File: src/rtl/mem_ctrl_if.sv
// Request/response and external byte-bus signals of the memory controller.
// The slave modport is the controller; the master modport is the CPU/memory side.
interface mem_ctrl_if;
  logic [7:0]  mem_din;
  logic [7:0]  mem_dout;
  logic [31:0] mem_a;
  logic        mem_wr;
  logic        io_buffer_full;
  logic        clear;
  logic        inst_valid;
  logic [31:0] inst_addr;
  logic        inst_ready;
  logic [31:0] inst_res;
  logic        data_valid;
  logic        data_wr;
  logic [2:0]  data_size;
  logic [31:0] data_addr;
  logic [31:0] data_value;
  logic        data_ready;
  logic [31:0] data_res;

  modport slave (
    input  mem_din, io_buffer_full, clear,
    input  inst_valid, inst_addr,
    input  data_valid, data_wr, data_size, data_addr, data_value,
    output mem_dout, mem_a, mem_wr,
    output inst_ready, inst_res,
    output data_ready, data_res
  );

  modport master (
    output mem_din, io_buffer_full, clear,
    output inst_valid, inst_addr,
    output data_valid, data_wr, data_size, data_addr, data_value,
    input  mem_dout, mem_a, mem_wr,
    input  inst_ready, inst_res,
    input  data_ready, data_res
  );
endinterface

File: src/rtl/mem_ctrl.sv
// Byte-serial memory controller: arbitrates instruction fetch and load/store
// ports onto an 8-bit bus, assembling little-endian results with extension.
module mem_ctrl (
  input  logic      clk_in,
  input  logic      rst_in,
  input  logic      rdy_in,
  mem_ctrl_if.slave bus
);

  typedef enum logic [1:0] {IDLE, READ, WRITE, DONE} state_t;

  state_t      state_reg;
  logic [31:0] addr_reg;
  logic [31:0] buf_reg;
  logic [31:0] mem_a_reg;
  logic [31:0] inst_res_reg;
  logic [31:0] data_res_reg;
  logic [2:0]  n_reg;
  logic [2:0]  k_reg;
  logic [2:0]  size_reg;
  logic        owner_data_reg;
  logic        wr_reg;
  logic [7:0]  mem_dout_reg;
  logic        mem_wr_reg;
  logic        inst_ready_reg;
  logic        data_ready_reg;
  logic        rdy_q_reg;
  logic [7:0]  din_save_reg;

  logic [2:0]  k_inc;
  logic [7:0]  din_cap;
  logic [31:0] buf_next;
  logic [31:0] load_ext;
  logic [7:0]  wr_byte;
  logic        store_blocked;
  logic [2:0]  req_n;

  assign k_inc = k_reg + 3'd1;

  // The byte answering the last address shown while enabled; after a freeze
  // that byte arrived during the first frozen cycle and was saved then.
  assign din_cap = rdy_q_reg ? bus.mem_din : din_save_reg;

  // Byte k-1 is on the bus while index k is being driven.
  generate
    for (genvar gi = 0; gi < 4; gi++) begin : g_lane
      assign buf_next[8*gi +: 8] = (k_reg == 3'(gi + 1)) ? din_cap : buf_reg[8*gi +: 8];
    end
  endgenerate

  always_comb begin
    load_ext = buf_next;
    case (size_reg[1:0])
      2'b00:   load_ext = {{24{buf_next[7] & ~size_reg[2]}}, buf_next[7:0]};
      2'b01:   load_ext = {{16{buf_next[15] & ~size_reg[2]}}, buf_next[15:0]};
      default: load_ext = buf_next;
    endcase
  end

  assign wr_byte       = buf_reg[{k_inc[1:0], 3'b000} +: 8];
  assign store_blocked = (bus.data_addr[17:16] == 2'b11) && bus.io_buffer_full;
  assign req_n         = (bus.data_size[1:0] == 2'b00) ? 3'd1 :
                         (bus.data_size[1:0] == 2'b01) ? 3'd2 : 3'd4;

  always_ff @(posedge clk_in or posedge rst_in) begin
    if (rst_in) begin
      state_reg      <= IDLE;
      addr_reg       <= '0;
      buf_reg        <= '0;
      mem_a_reg      <= '0;
      inst_res_reg   <= '0;
      data_res_reg   <= '0;
      n_reg          <= 3'd0;
      k_reg          <= 3'd0;
      size_reg       <= 3'd0;
      owner_data_reg <= 1'b0;
      wr_reg         <= 1'b0;
      mem_dout_reg   <= 8'd0;
      mem_wr_reg     <= 1'b0;
      inst_ready_reg <= 1'b0;
      data_ready_reg <= 1'b0;
      rdy_q_reg      <= 1'b1;
      din_save_reg   <= 8'd0;
    end else begin
      rdy_q_reg <= rdy_in;
      if (rdy_q_reg) din_save_reg <= bus.mem_din;
      if (rdy_in) begin
        case (state_reg)
          IDLE: begin
            inst_ready_reg <= 1'b0;
            data_ready_reg <= 1'b0;
            if (bus.data_valid) begin
              if (bus.data_wr) begin
                if (!store_blocked) begin
                  addr_reg       <= bus.data_addr;
                  mem_a_reg      <= bus.data_addr;
                  mem_dout_reg   <= bus.data_value[7:0];
                  mem_wr_reg     <= 1'b1;
                  buf_reg        <= bus.data_value;
                  n_reg          <= req_n;
                  k_reg          <= 3'd0;
                  size_reg       <= bus.data_size;
                  owner_data_reg <= 1'b1;
                  wr_reg         <= 1'b1;
                  state_reg      <= WRITE;
                end
              end else if (!bus.clear) begin
                addr_reg       <= bus.data_addr;
                mem_a_reg      <= bus.data_addr;
                buf_reg        <= '0;
                n_reg          <= req_n;
                k_reg          <= 3'd0;
                size_reg       <= bus.data_size;
                owner_data_reg <= 1'b1;
                wr_reg         <= 1'b0;
                state_reg      <= READ;
              end
            end else if (bus.inst_valid && !bus.clear) begin
              addr_reg       <= bus.inst_addr;
              mem_a_reg      <= bus.inst_addr;
              buf_reg        <= '0;
              n_reg          <= 3'd4;
              k_reg          <= 3'd0;
              size_reg       <= 3'b010;
              owner_data_reg <= 1'b0;
              wr_reg         <= 1'b0;
              state_reg      <= READ;
            end
          end
          READ: begin
            if (bus.clear) begin
              mem_wr_reg <= 1'b0;
              state_reg  <= IDLE;
            end else begin
              if (k_reg != 3'd0) buf_reg <= buf_next;
              if (k_reg == n_reg) begin
                state_reg <= DONE;
                if (owner_data_reg) begin
                  data_ready_reg <= 1'b1;
                  data_res_reg   <= load_ext;
                end else begin
                  inst_ready_reg <= 1'b1;
                  inst_res_reg   <= buf_next;
                end
              end else begin
                if (k_inc != n_reg) mem_a_reg <= addr_reg + 32'(k_inc);
                k_reg <= k_inc;
              end
            end
          end
          WRITE: begin
            // Stores are committed: a clear here is deliberately ignored.
            if (k_inc != n_reg) begin
              mem_a_reg    <= addr_reg + 32'(k_inc);
              mem_dout_reg <= wr_byte;
              k_reg        <= k_inc;
            end else begin
              mem_wr_reg     <= 1'b0;
              data_ready_reg <= 1'b1;
              state_reg      <= DONE;
            end
          end
          DONE: begin
            inst_ready_reg <= 1'b0;
            data_ready_reg <= 1'b0;
            state_reg      <= IDLE;
          end
          default: state_reg <= IDLE;
        endcase
      end
    end
  end

  assign bus.mem_a      = mem_a_reg;
  assign bus.mem_dout   = mem_dout_reg;
  assign bus.mem_wr     = mem_wr_reg & rdy_in;
  assign bus.inst_res   = inst_res_reg;
  assign bus.data_res   = data_res_reg;
  // A flush arriving in the completion cycle cancels a read's ready pulse.
  assign bus.inst_ready = inst_ready_reg & rdy_in & ~bus.clear;
  assign bus.data_ready = data_ready_reg & rdy_in & ~(bus.clear & ~wr_reg);

endmodule

File: src/flat_wrapper.sv
// flat-port wrapper written by rule: the top's interface ports become plain ports
module mem_ctrl_flat 
  (clk_in, rst_in, rdy_in, bus_mem_din, bus_io_buffer_full, bus_clear, bus_inst_valid, bus_inst_addr, bus_data_valid, bus_data_wr, bus_data_size, bus_data_addr, bus_data_value, bus_mem_dout, bus_mem_a, bus_mem_wr, bus_inst_ready, bus_inst_res, bus_data_ready, bus_data_res);
  mem_ctrl_if bus_i ();
  input  logic clk_in;
  input  logic rst_in;
  input  logic rdy_in;
  input wire logic [$bits(bus_i.mem_din)-1:0] bus_mem_din;
  input wire logic [$bits(bus_i.io_buffer_full)-1:0] bus_io_buffer_full;
  input wire logic [$bits(bus_i.clear)-1:0] bus_clear;
  input wire logic [$bits(bus_i.inst_valid)-1:0] bus_inst_valid;
  input wire logic [$bits(bus_i.inst_addr)-1:0] bus_inst_addr;
  input wire logic [$bits(bus_i.data_valid)-1:0] bus_data_valid;
  input wire logic [$bits(bus_i.data_wr)-1:0] bus_data_wr;
  input wire logic [$bits(bus_i.data_size)-1:0] bus_data_size;
  input wire logic [$bits(bus_i.data_addr)-1:0] bus_data_addr;
  input wire logic [$bits(bus_i.data_value)-1:0] bus_data_value;
  output wire logic [$bits(bus_i.mem_dout)-1:0] bus_mem_dout;
  output wire logic [$bits(bus_i.mem_a)-1:0] bus_mem_a;
  output wire logic [$bits(bus_i.mem_wr)-1:0] bus_mem_wr;
  output wire logic [$bits(bus_i.inst_ready)-1:0] bus_inst_ready;
  output wire logic [$bits(bus_i.inst_res)-1:0] bus_inst_res;
  output wire logic [$bits(bus_i.data_ready)-1:0] bus_data_ready;
  output wire logic [$bits(bus_i.data_res)-1:0] bus_data_res;
  assign bus_i.mem_din = bus_mem_din;
  assign bus_i.io_buffer_full = bus_io_buffer_full;
  assign bus_i.clear = bus_clear;
  assign bus_i.inst_valid = bus_inst_valid;
  assign bus_i.inst_addr = bus_inst_addr;
  assign bus_i.data_valid = bus_data_valid;
  assign bus_i.data_wr = bus_data_wr;
  assign bus_i.data_size = bus_data_size;
  assign bus_i.data_addr = bus_data_addr;
  assign bus_i.data_value = bus_data_value;
  assign bus_mem_dout = bus_i.mem_dout;
  assign bus_mem_a = bus_i.mem_a;
  assign bus_mem_wr = bus_i.mem_wr;
  assign bus_inst_ready = bus_i.inst_ready;
  assign bus_inst_res = bus_i.inst_res;
  assign bus_data_ready = bus_i.data_ready;
  assign bus_data_res = bus_i.data_res;
  mem_ctrl u_core (.clk_in(clk_in), .rst_in(rst_in), .rdy_in(rdy_in), .bus(bus_i));
endmodule
File: config.mk
export PLATFORM = sky130hd
export DESIGN_NAME = mem_ctrl_flat
export DESIGN_NICKNAME = d
export VERILOG_FILES = /design/src/rtl/mem_ctrl_if.sv /design/src/rtl/mem_ctrl.sv /design/src/flat_wrapper.sv
export SDC_FILE = /design/constraint.sdc
export NUM_CORES = 1
export LEC_CHECK = 0
export ABC_CLOCK_PERIOD_IN_PS = 5700
export BUFFER_PORTS_ARGS = -buffer_cell sky130_fd_sc_hd__buf_2
export CAP_MARGIN = 20
export CORE_UTILIZATION = 25
export CTS_BUF_LIST = sky130_fd_sc_hd__clkbuf_4
export CTS_CLUSTER_DIAMETER = 40
export DETAILED_ROUTE_END_ITERATION = 10
export PLACE_DENSITY = 0.53
export REMOVE_ABC_BUFFERS = 1
export SYNTH_ARGS = -nofsm -noshare
export SYNTH_HDL_FRONTEND = slang
export SYNTH_SLANG_ARGS = --single-unit
File: constraint.sdc
create_clock -name clk_in -period 5.7 [get_ports clk_in]
set_input_delay 0 -clock clk_in [delete_from_list [all_inputs] [get_ports clk_in]]
set_output_delay 0 -clock clk_in [all_outputs]
set_load 0.02 [all_outputs]
==> results.toml <==
[run_status]
status = "completed"

[yosys]
synthCells = 1009
yosysWarningCount = 0
yosysUniqueCellTypes = 65
avgSynthCellArea_um2 = 9.96
syn_area_um2 = 10100
ys_ff_latch = 193
synthArstFlopShare_pct = 100
synth-seq-area-share_pct = 48.0
synth-edff-count = 0
synth-main-ff-cell = "dfrtp_1"

[worst_setup_path]
r2r_end = "u_core.bus.mem_a[26]"
critPathMaxFanout = 13
crit_family = "adder cells"
cp-end-kind = "flop"
crit_chain = "inv_1 -> ha_1 -> inv_1 -> fa_1 -> and2b_2 -> o2111ai_1 -> or4_1 -> a2111oi_0 -> a211o_1"
r2r_slack_ns = 1.32
critPathLaunchType = "flop"
worstSetupStartpoint = "u_core.k_reg[0]"
r2r-start = "u_core.k_reg[0]"
cp_common_cell = "inv_1"
crit_type = "reg -> reg"
cp.buffers_inverters = 2
cp.arrival_ns = 4.95
cp_data_required_time_ns = 6.27
crit_slowest_cell = "ha_1"
max_stage_delay_ns = 0.80
reg2reg_depth = 9

[sta]
finalSetupViolations = 0
max_slew_margin_pct = 27.9
hold_viol = 0
period_needed_ns = 4.38
final_max_slew_viol_count = 0
worst_pin_slew_ns = 1.07
final.setup.tns_ns = 0
finClkSkew_ns = 0.0291
timing.fmax_ghz = 0.228
fin_crit_sh_pct = 76.8
grt_setup_unrepaired = "no"

[worst_hold_path]
hold_class = "in -> reg"
min_from = "bus_inst_valid"
min_to = "u_core.wr_reg"
hold_path_depth = 5

[cts]
cts_buffers = 17
clk_pin_slew_worst_paths_ns = 0.16
cts_tree = "built"
post_cts_buffers = 0
cts_sinks = 193
clk-insertion-delay-late_ns = 0.63
cts-hold-fix-buffers = 114
clockBufferDepth = 2
cts.root.buffer_cell = "clkbuf_4"
cts_resized = 0
htreeDepth = 4

[power]
p_leak_nw = 6.07
p_seq_share_pct = 37.6
p_per_area_nw_per_um2 = 485
pwr-share-clk_pct = 11.2
power_switching_mw = 2.97
peakVddDrop_v = 0.000273
internal_power_mw = 3.39
swShare_pct = 46.7
combPwrFrac_pct = 51.3

[global_route]
grt_start_max_net_pins = 131
antenna_found_initial = 2
use_met3_pct = 3.05
grtUsageTotal_pct = 16.0
grt_use_met2_pct = 26.3
grt_overflow = 0
grt_pass1_wl_mm = 50.5
grt-busiest-layer = "met2"
grt_pass1_vias = 8437
grt_use_met1_pct = 22.0

[route]
num_vias = 8701
viasPerCell = 4.70
drc = 0
wl_mm = 32.7
ant_nets = 0
drt-pass1-iter-count = 5
routedWlPerCell_um = 17.7
drtIter0Drc = 501

[final_layout]
syn_to_final_growth_pct = 30.2
nNetsFinal = 1440
drive_above_1_share_pct = 28.2
regArea_um2 = 4830
multi_input_area_um2 = 4880
stdcell_area_um2 = 13100
num-fill-cells = 4110

[placed_design]
place_area_um2 = 11700
hpwl_mm = 22.7
io_buffer_count = 221
gp_congestion = 0.802

[floorplan]
ioPinCount = 222
fp.dieH_um = 203
dieArea_um2 = 41000
rows = 73
coreArea_um2 = 39700
start_util_pct = 25.3
die_w_um = 203

[run]
maxCapViolations = 0
## synthesized netlist by cell type (all sizes together) (6+ instances only)
library cell,number,area [um2]
buf,13,62.6
nor3,8,40.0
or4,8,67.6
dfrtp,192,4800
o21ai,105,526
nand3,25,125
mux2i,55,551
mux2,63,709
a21oi,58,294
nand2b,6,37.5
nand2,143,537
a2bb2oi,7,61.3
nor3b,9,67.6
o22a,8,70.1
a22oi,16,120
ha,12,150
clkbuf,52,215
o31ai,12,90.1
a31o,12,105
nor2,62,233
mux4,8,180
or3,8,51.3
inv,28,105
o21a,12,90.1
xor2,7,61.3
a211o,6,52.6
xnor2,10,87.6
## logic make-up (layout without fill, tap and decap cells)
| family | Yosys count | in the layout | share of synthesized area [%] |
|---|---|---|---|
| AO/OA/AOI/OAI | 266 | 266 | 16.7 |
| other | 0 | 2 | 0 |
| adder cells (fa/ha/maj) | 13 | 13 | 1.69 |
| flip-flops | 193 | 193 | 48.0 |
| multiplexers | 126 | 126 | 14.3 |
| XOR/XNOR | 17 | 17 | 1.48 |
| AND/OR/NAND/NOR | 300 | 300 | 13.9 |
| buffers and inverters | 94 | 409 | 3.85 |
## stage by stage
| stage | setup slack (ns) | utilization (%) | std cells | power (mW) | hold slack (ns) |
|---|---|---|---|---|---|
| 2_1_floorplan | 0.446 | - | 944 | 4.46 | 0.00448 |
| 3_3_place_gp | 1.34 | 29.4 | 1700 | 5.58 | 0.243 |
| 3_5_place_dp | 1.28 | 29.4 | 1702 | 5.63 | 0.249 |
| 4_1_cts | 1.25 | 32.9 | 1847 | 6.42 | 0.0152 |
| 5_1_grt | 0.917 | 33.0 | 1850 | 6.86 | 0.110 |
| 6_report | 1.32 | 33.0 | 1851 | 6.36 | 0.0432 |
## how the worst max path moves through the flow
stage / slack [ns] / end / cells past startpoint
finish: 1.32 / u_core.bus.mem_a[26] / 9
global route: 0.92 / u_core.bus.mem_a[26] / 9
CTS: 1.25 / u_core.bus.mem_a[26] / 9
detailed placement: 1.28 / u_core.bus.mem_a[26] / 9
global placement: 1.34 / u_core.bus.mem_a[26] / 9
floorplan: 0.45 / u_core.addr_reg[0] / 1
## power by group through the flow
stage                     Sequential (mW)  Clock, mW  Combinational [mW]
after global routing                 2.47      0.787                3.60
final                                2.39      0.711                3.26
after detailed placement             2.41          0                3.22
after CTS                            2.38      0.736                3.30
after floorplan                      2.62          0                1.84
after global placement               2.41          0                3.17
## area by class of cell
class | count | area share [%]
antenna | 2 | 0.0382
clock buffer | 19 | 1.09
clock inverter | 12 | 0.783
inverter | 29 | 0.889
multi-input combinational | 722 | 37.3
sequential | 193 | 36.9
tap | 525 | 5.02
timing repair buffer | 349 | 18.0
## metal layers
layer | share of wire [%] | wire length (um)
met1 | 46 | 15000
met2 | 47 | 15400
met3 | 6.2 | 2040
met4 | 0.68 | 221
met5 | 0 | 0
## worst min-delay path, stage by stage
cell,delay (ns)
buf_2,0.10
nand2b_1,0.07
a21oi_2,0.11
o211ai_1,0.25
o21ai_0,0.10
## placed cells by master (no fill, tap or decap), drive strengths merged, types with 8 or more instances in the layout
cell type | Yosys | layout
buf | 13 | 235
dfrtp | 192 | 192
nand2 | 143 | 143
dlygate4sd3 | 0 | 114
o21ai | 105 | 105
mux2 | 63 | 63
nor2 | 62 | 62
a21oi | 58 | 58
mux2i | 55 | 55
inv | 28 | 33
nand3 | 25 | 25
clkbuf | 52 | 19
a22oi | 16 | 16
o21a | 12 | 12
a31o | 12 | 12
o31ai | 12 | 12
ha | 12 | 12
xnor2 | 10 | 10
nor3b | 9 | 9
o22a | 8 | 8
nor3 | 8 | 8
mux4 | 8 | 8
or3 | 8 | 8
or4 | 8 | 8
Note: power is estimated with default switching activity, not from simulation.
